<file path="src/rtl/seq_shift_unit.sv">
// Multi-cycle 16-bit shift/rotate unit: one single-bit step per clock under a
// start/busy/done handshake, bit-identical to the combinational Shifter/Rotator.
module seq_shift_unit (
  input  logic        clk,
  input  logic        rst_n,
  input  logic        start,
  input  logic [15:0] in,
  input  logic [3:0]  shift,
  input  logic        lr,
  input  logic        rot,
  output logic        busy,
  output logic        done,
  output logic [15:0] out
);

  localparam int unsigned WIDTH = 16;
  localparam int unsigned CNTW  = 4;

  typedef enum logic [1:0] {
    IDLE  = 2'd0,
    SHIFT = 2'd1,
    DONE  = 2'd2
  } state_t;

  state_t            state_q, state_d;
  logic [WIDTH-1:0]  work_q, work_d;
  logic [CNTW-1:0]   cnt_q, cnt_d;
  logic              lr_q, lr_d;
  logic              rot_q, rot_d;
  logic [WIDTH-1:0]  out_d;
  logic              busy_d;
  logic              done_d;
  logic [WIDTH-1:0]  step_c;

  // One-bit step of the captured operand; fill is the wrapped bit only when rotating.
  always_comb begin
    if (lr_q) begin
      step_c = {rot_q & work_q[0], work_q[WIDTH-1:1]};
    end else begin
      step_c = {work_q[WIDTH-2:0], rot_q & work_q[WIDTH-1]};
    end
  end

  // Next-state and next-output logic.
  always_comb begin
    state_d = state_q;
    work_d  = work_q;
    cnt_d   = cnt_q;
    lr_d    = lr_q;
    rot_d   = rot_q;
    out_d   = out;

    unique case (state_q)
      IDLE: begin
        if (start) begin
          work_d = in;
          cnt_d  = shift;
          lr_d   = lr;
          rot_d  = rot;
          if (shift == CNTW'(0)) begin
            out_d   = in;
            state_d = DONE;
          end else begin
            state_d = SHIFT;
          end
        end
      end
      SHIFT: begin
        work_d = step_c;
        cnt_d  = cnt_q - CNTW'(1);
        if (cnt_q == CNTW'(1)) begin
          out_d   = step_c;
          state_d = DONE;
        end
      end
      DONE: begin
        state_d = IDLE;
      end
      default: begin
        state_d = IDLE;
      end
    endcase

    // Handshake flags are registered copies of the upcoming state.
    busy_d = (state_d != IDLE);
    done_d = (state_d == DONE);
  end

  // State and output registers with synchronous active-low reset.
  always_ff @(posedge clk) begin
    if (!rst_n) begin
      state_q <= IDLE;
      work_q  <= '0;
      cnt_q   <= '0;
      lr_q    <= 1'b0;
      rot_q   <= 1'b0;
      out     <= '0;
      busy    <= 1'b0;
      done    <= 1'b0;
    end else begin
      state_q <= state_d;
      work_q  <= work_d;
      cnt_q   <= cnt_d;
      lr_q    <= lr_d;
      rot_q   <= rot_d;
      out     <= out_d;
      busy    <= busy_d;
      done    <= done_d;
    end
  end

endmodule

</file>
<file path="config.mk">
export PLATFORM = sky130hd
export DESIGN_NAME = seq_shift_unit
export DESIGN_NICKNAME = d
export VERILOG_FILES = /design/src/rtl/seq_shift_unit.sv
export SDC_FILE = /design/constraint.sdc
export NUM_CORES = 1
export LEC_CHECK = 0
export ABC_AREA = 1
export CAP_MARGIN = 0
export CORE_MARGIN = 3
export CORE_UTILIZATION = 32
export CTS_CLUSTER_SIZE = 8
export DETAILED_ROUTE_END_ITERATION = 6
export PLACE_DENSITY_LB_ADDON = 0.05
export SLEW_MARGIN = 20
export SYNTH_ARGS = -nofsm -noshare
export SYNTH_HDL_FRONTEND = slang
export SYNTH_SLANG_ARGS = --single-unit
export TNS_END_PERCENT = 100
</file>
<file path="constraint.sdc">
create_clock -name clk -period 1.6 [get_ports clk]
set_input_delay 0.48 -clock clk [delete_from_list [all_inputs] [get_ports clk]]
set_output_delay 0.48 -clock clk [all_outputs]
set_load 0.005 [all_outputs]
</file>
==> metrics.txt, run 1 <==
status=finished, final reports clean; f_max=0.653 GHz; period utilization=95.7%; Clock Tree Buf Depth=2; leakage=1.49 nW; I/O pins=43; First-pass DRT Iterations=4; initial drt markers=92; final HPWL from detailed placement=4.42 mm; min setup slack post-route=0.0694 ns; critical path's largest stage delay=0.42 ns; Mapped Cells=318; fill cell count=700; Ant. Diodes=0; arrival time worst endpoint=1.72 ns; H-Tree Depth=2; setup bufs post-CTS=0; die area=7880 µm²; post-synthesis sequential area ratio=38.3%; vias=2,089; clock skew=0.00818 ns; PwrDens=885 nW/µm²; cell area after layout=2890 µm²; maxcap violations=0; CP Launch Type=primary input; vias in the first global route=1,960; Top delay family on crit path=simple AND/OR/NAND/NOR gates; crit path max-delay cell type=clkdlybuf4s50_1; Post-Route WL=5.84 mm; Buffers on Ports=42; most common library cell in the layout ignoring fill and taps=nand2_1; FP Rows=29; largest net degree at the start of global routing=21; Synth Area per Inst=6.90 µm²; Chip Height=88.8 µm; Final setup viols=0; CP Buf/Inv Count=2; final hold violation count=0; Final #Nets=400; net count after synthesis=345; post-synth cell types=27; Hold Buf Count CTS=0; commonest cells after routing, fill and taps aside=nand2_1 (83), nor2_1 (54), dfxtp_1 (29), inv_1 (28), clkdlybuf4s50_1 (24); Hold Path Class=reg2reg; Routed wire per std cell=12.9 µm; initial antenna violation count=0; core footprint=6490 µm²; worst path required time=1.79 ns; total track usage=16.1%; GPL Wtd Cong=0.808; Cells after DPL=443; Area growth, synth to finish=31.9%; Hold WS=0.472 ns; GR Overflow Total=0; Worst VDD drop=0.000299 V; Starting Density=33.8%; Synth Register Bits=42; total chip power=2.56 mW; clock root cell=clkbuf_8; Via density=4.63; Clock transition at path regs=0.08 ns; Slew HR=72.4%; WS Path Type=in2reg; fin util=44.6%; Sink Count=42; first-pass GRT wire length=9.62 mm; Slew Viols, Final=0; Syn. warnings=0; Final Non-Filler Cells=451; Die X=88.8 µm; crit path capture type=register; unrepaired setup endpoints after global routing=no; Tightest Pin Transition=0.414 ns; cell area after synthesis=2190 µm²; worst slack at placement=-0.238 ns; Placed Area=2790 µm²; cts bufs inserted=5; antenna-violating nets left=0; Tmin final=1.53 ns; clk_lat worst skew=0.30 ns; cell breakdown of the critical path=clkdlybuf4s50_1 > nor2_1 > nand2_1 > nor2_2 > nor2_4 > buf_12 > nor2_1 > nor2_2; setup TNS=0 ns; worst-path fanout max=14; CTS tree=yes; DRC violations left=0; layout cells sized above 1=18.4%
==> registers in the layout (all words and copies together) (netlist names) <==
name     cells
out         16
work_q      16
cnt_q        4
state_q      2
busy         1
done         1
lr_q         1
rot_q        1
==> Yosys cell counts <==
master	instances	area [µm²]
nand3b_1	13	97.6
or2_2	1	6.26
buf_6	4	45.0
nor2_2	12	75.1
buf_2	5	25.0
buf_4	3	22.5
a22oi_1	1	7.51
ha_1	2	25.0
clkbuf_1	4	15.0
inv_1	28	105
nand3_2	2	20.0
nand3_1	11	55.1
o21bai_1	3	22.5
o21ai_1	12	60.1
nand2_1	83	312
nand2_2	3	18.8
inv_2	3	11.3
a21oi_1	8	40.0
nor2_4	2	22.5
nor2_1	54	203
o211ai_1	9	67.6
a211oi_1	1	7.51
nor2_8	1	20.0
dfxtp_1	42	841
a31oi_1	1	6.26
o21ai_0	8	40.0
nand2_4	2	22.5
==> path summary, 6_finish.rpt <==
check	startpoint	endpoint	slack (ns)	cells past startpoint
max	shift[1]	out[10]	0.07	8
max reg2reg	state_q[1]	out[3]	0.16	8
min reg2reg	out[0]	out[0]	0.47	2
min	out[0]	out[0]	0.47	2
==> cells by family (layout without fill, tap and decap cells) <==
logic type	after synthesis	in the layout	synth area share, %
flops	42	42	38.3
fa+ha+maj	2	2	1.14
buf+inv	47	103	10.2
compound gates	43	43	11.5
simple gates	184	184	38.8
==> where the power goes <==
part | internal [mW] | switching (mW)
logic | 0.281 | 0.358
registers | 1.14 | 0.0580
clock network | 0.347 | 0.379
==> worst register-to-register path, stage by stage (launching register included) <==
cell and delay (ns):
dfxtp_1 0.45, inv_2 0.12, nand2_4 0.15, buf_4 0.19, nor2_1 0.05, o21ai_0 0.08, nand2_1 0.11, nor2_1 0.13
nor2_2 0.05
==> metal layers <==
metal | vias to the layer above | global-route usage [%] | part of all wire (%) | wire, µm
li1 | 1109 | - | - | -
met1 | 925 | 23.9 | 53 | 3110
met2 | 49 | 22.7 | 41 | 2370
met3 | 6 | 3.72 | 5.1 | 295
met4 | 0 | 4.81 | 1.1 | 63
met5 | - | 0 | 0 | 0
==> what timing repair did <==
| action | CTS | global route |
|---|---|---|
| setup endpoints to repair | 16 | 13 |
| pin swaps | 0 | 2 |
| gates resized for setup | 29 | 4 |
==> final cells by class <==
type	count	area (µm²)	share of cell area, %
inverter	31	116	4.02
sequential	42	857	29.6
tap	77	96.3	3.33
timing repair buffer	64	596	20.6
clock buffer	6	82.6	2.85
clock inverter	2	12.5	0.432
multi-input combinational	229	1130	39.2
(Power assumes the default switching activity.)
==> inputs of run 2 (changes only) <==
--- a/config.mk
+++ b/config.mk
@@ -8,7 +8,7 @@
 export ABC_AREA = 1
 export CAP_MARGIN = 0
 export CORE_MARGIN = 3
-export CORE_UTILIZATION = 32
+export CORE_UTILIZATION = 43
 export CTS_CLUSTER_SIZE = 8
 export DETAILED_ROUTE_END_ITERATION = 6
 export PLACE_DENSITY_LB_ADDON = 0.05
==> run 2 against run 1 <==
Against the previous run: flip-flop and latch count did not move; clock skew is 0.0023 ns lower; clock power rose by 17%; sequential share of layout area rose by 0.16 points; non-clock buffer count shrank 6; critical path depth unchanged; combinational power fell by 1%; maximum frequency grew 3.0%; routed wire length down 5.9%; sequential power about the same; via count increased by 0.34%; critical endpoint is now out[12].
==> metrics.txt, run 2 (synthesis gave the netlist of run 1 again) <==
first-pass GRT wire length=9.30 mm; Final Non-Filler Cells=435; vias in the first global route=1,975; GR Overflow Total=0; met3 routed WL=287 µm; routed length on met2=2.40 mm; PwrDens=936 nW/µm²; I/O pins=43; initial antenna violation count=0; unrepaired setup endpoints after global routing=no; final hold violation count=0; Buffers on Ports=42; final HPWL from detailed placement=4.01 mm; antenna-violating nets left=0; First-pass DRT Iterations=5; largest net degree at the start of global routing=22; arrival time worst endpoint=1.73 ns; total track usage=19.2%; worst-path fanout max=8; Via density=4.82; clock skew=0.00588 ns; Sink Count=42; CP Buf/Inv Count=2; Worst R2R Start=state_q[0]; fin util=59.1%; Final setup viols=0; Starting Density=45.5%; biggest regs=out x16, work_q x16, cnt_q x4; worst path required time=1.84 ns; Hold WS=0.470 ns; CP Capture Point=out[12]; Area growth, synth to finish=29.9%; CP startpoint=start; WS Path Type=in2reg; crit path max-delay cell type=clkdlybuf4s50_1; layout cells sized above 1=15.2%; clock root cell=clkbuf_8; cell breakdown of the critical path=clkdlybuf4s50_1 > nand2_2 > nor2_4 > nand2_2 > buf_12 > nand3b_1 > nand2_1 > nor2_2; die area=5990 µm²; CTS tree=yes; Cells after DPL=427; Hold Path Class=reg2reg; most used cell, CP=nand2_2; Final #Nets=394; f_max=0.673 GHz; Max Used Layer=met4; Critical Path Stages=8; cts bufs inserted=5; DRT met1 WL=2.73 mm; DRC violations left=0; cell area after layout=2850 µm²; R2R depth=7; Routed wire per std cell=12.6 µm; commonest cells after routing, fill and taps aside=nand2_1 (83), nor2_1 (54), dfxtp_1 (36), inv_1 (28), clkdlybuf4s50_1 (24); vias=2,096; Clock transition at path regs=0.08 ns; H-Tree Depth=2; FP Rows=25; initial drt markers=112; Clock Tree Buf Depth=2; status=finished, final reports clean; Tightest Pin Transition=0.387 ns; Placed Area=2750 µm²; worst reg2reg path endpoint=out[11]; setup bufs post-CTS=0; period utilization=92.9%; Die X=77.4 µm; critical path's largest stage delay=0.50 ns; reg-to-reg slack, setup=0.18 ns; Slew Viols, Final=0; GPL Wtd Cong=0.800; Slew HR=74.2%; Top delay family on crit path=buffers and inverters; CP Launch Type=primary input; core footprint=4820 µm²; leakage=1.46 nW; maxcap violations=0; Post-Route WL=5.50 mm; most common library cell in the layout ignoring fill and taps=nand2_1; Tmin final=1.49 ns; Ant. Diodes=0; Chip Height=77.4 µm; Worst VDD drop=0.000449 V; crit path capture type=register; clk_lat worst skew=0.30 ns
==> run 2: changes by cell type in the layout (fill, tap and decap cells not counted) <==
cell / before / now
nand2_2: 2 / 3
dfxtp_1: 29 / 36
nand2_4: 3 / 2
bufinv_16: 0 / 1
buf_12: 2 / 3
clkinvlp_4: 1 / 0
o21ai_1: 13 / 12
buf_4: 20 / 13
dfxtp_2: 13 / 6
o21ai_0: 7 / 8
clkinv_2: 1 / 2
clkbuf_8: 6 / 5
==> run 2: layout make-up <==
cell class                 count  area [µm²]
multi-input combinational    229        1130
timing repair buffer          58         563
clock inverter                 3        40.0
fill                         515        1970
tap                           67        83.8
clock buffer                   5        68.8
sequential                    42         848
inverter                      31         116
==> run 2: through the flow <==
step                      setup WS [ns]  power [mW]  setup TNS, ns
after floorplan                   0.373        1.61              0
after global placement           -0.175        1.85          -4.57
after detailed placement         -0.194        1.86          -5.02
after CTS                        0.0110        2.68              0
after global routing            0.00684        2.81              0
final                             0.114        2.67              0
==> run 2: worst min path at each step <==
stage                        start  endpoint  slack (ns)  cells after the start
after detailed placement    out[5]    out[5]        0.47                      2
after floorplan           cnt_q[0]  cnt_q[0]        0.46                      2
after global routing       out[11]   out[11]        0.50                      2
final                       out[1]    out[1]        0.47                      2
after global placement      out[0]    out[0]        0.46                      2
after CTS                   out[1]    out[1]        0.48                      2
==> run 2: layer usage <==
| metal | track usage [%] | vias to the layer above |
|---|---|---|
| met5 | 0 | - |
| met4 | 6.41 | 0 |
| met3 | 4.41 | 9 |
| met2 | 28.5 | 58 |
| met1 | 27.3 | 932 |
| li1 | - | 1097 |
==> run 2: power breakdown <==
group | switching, mW | internal, mW
Clock | 0.386 | 0.460
Combinational | 0.355 | 0.273
Sequential | 0.0559 | 1.14
==> run 2: worst reg2reg max path, delay by kind of cell, from the launching register on <==
kind,cells,cell delay (ns)
and+or+nand+nor,6,0.90
DFF,1,0.35
buffers and inverters,1,0.07
==> run 2: repair_timing <==
item | 4_1_cts | 5_1_grt
gates resized for setup | 22 | 2
hold buffers | 0 | 0
endpoints found under the setup margin | 16 | 2
pin swaps | 0 | 0
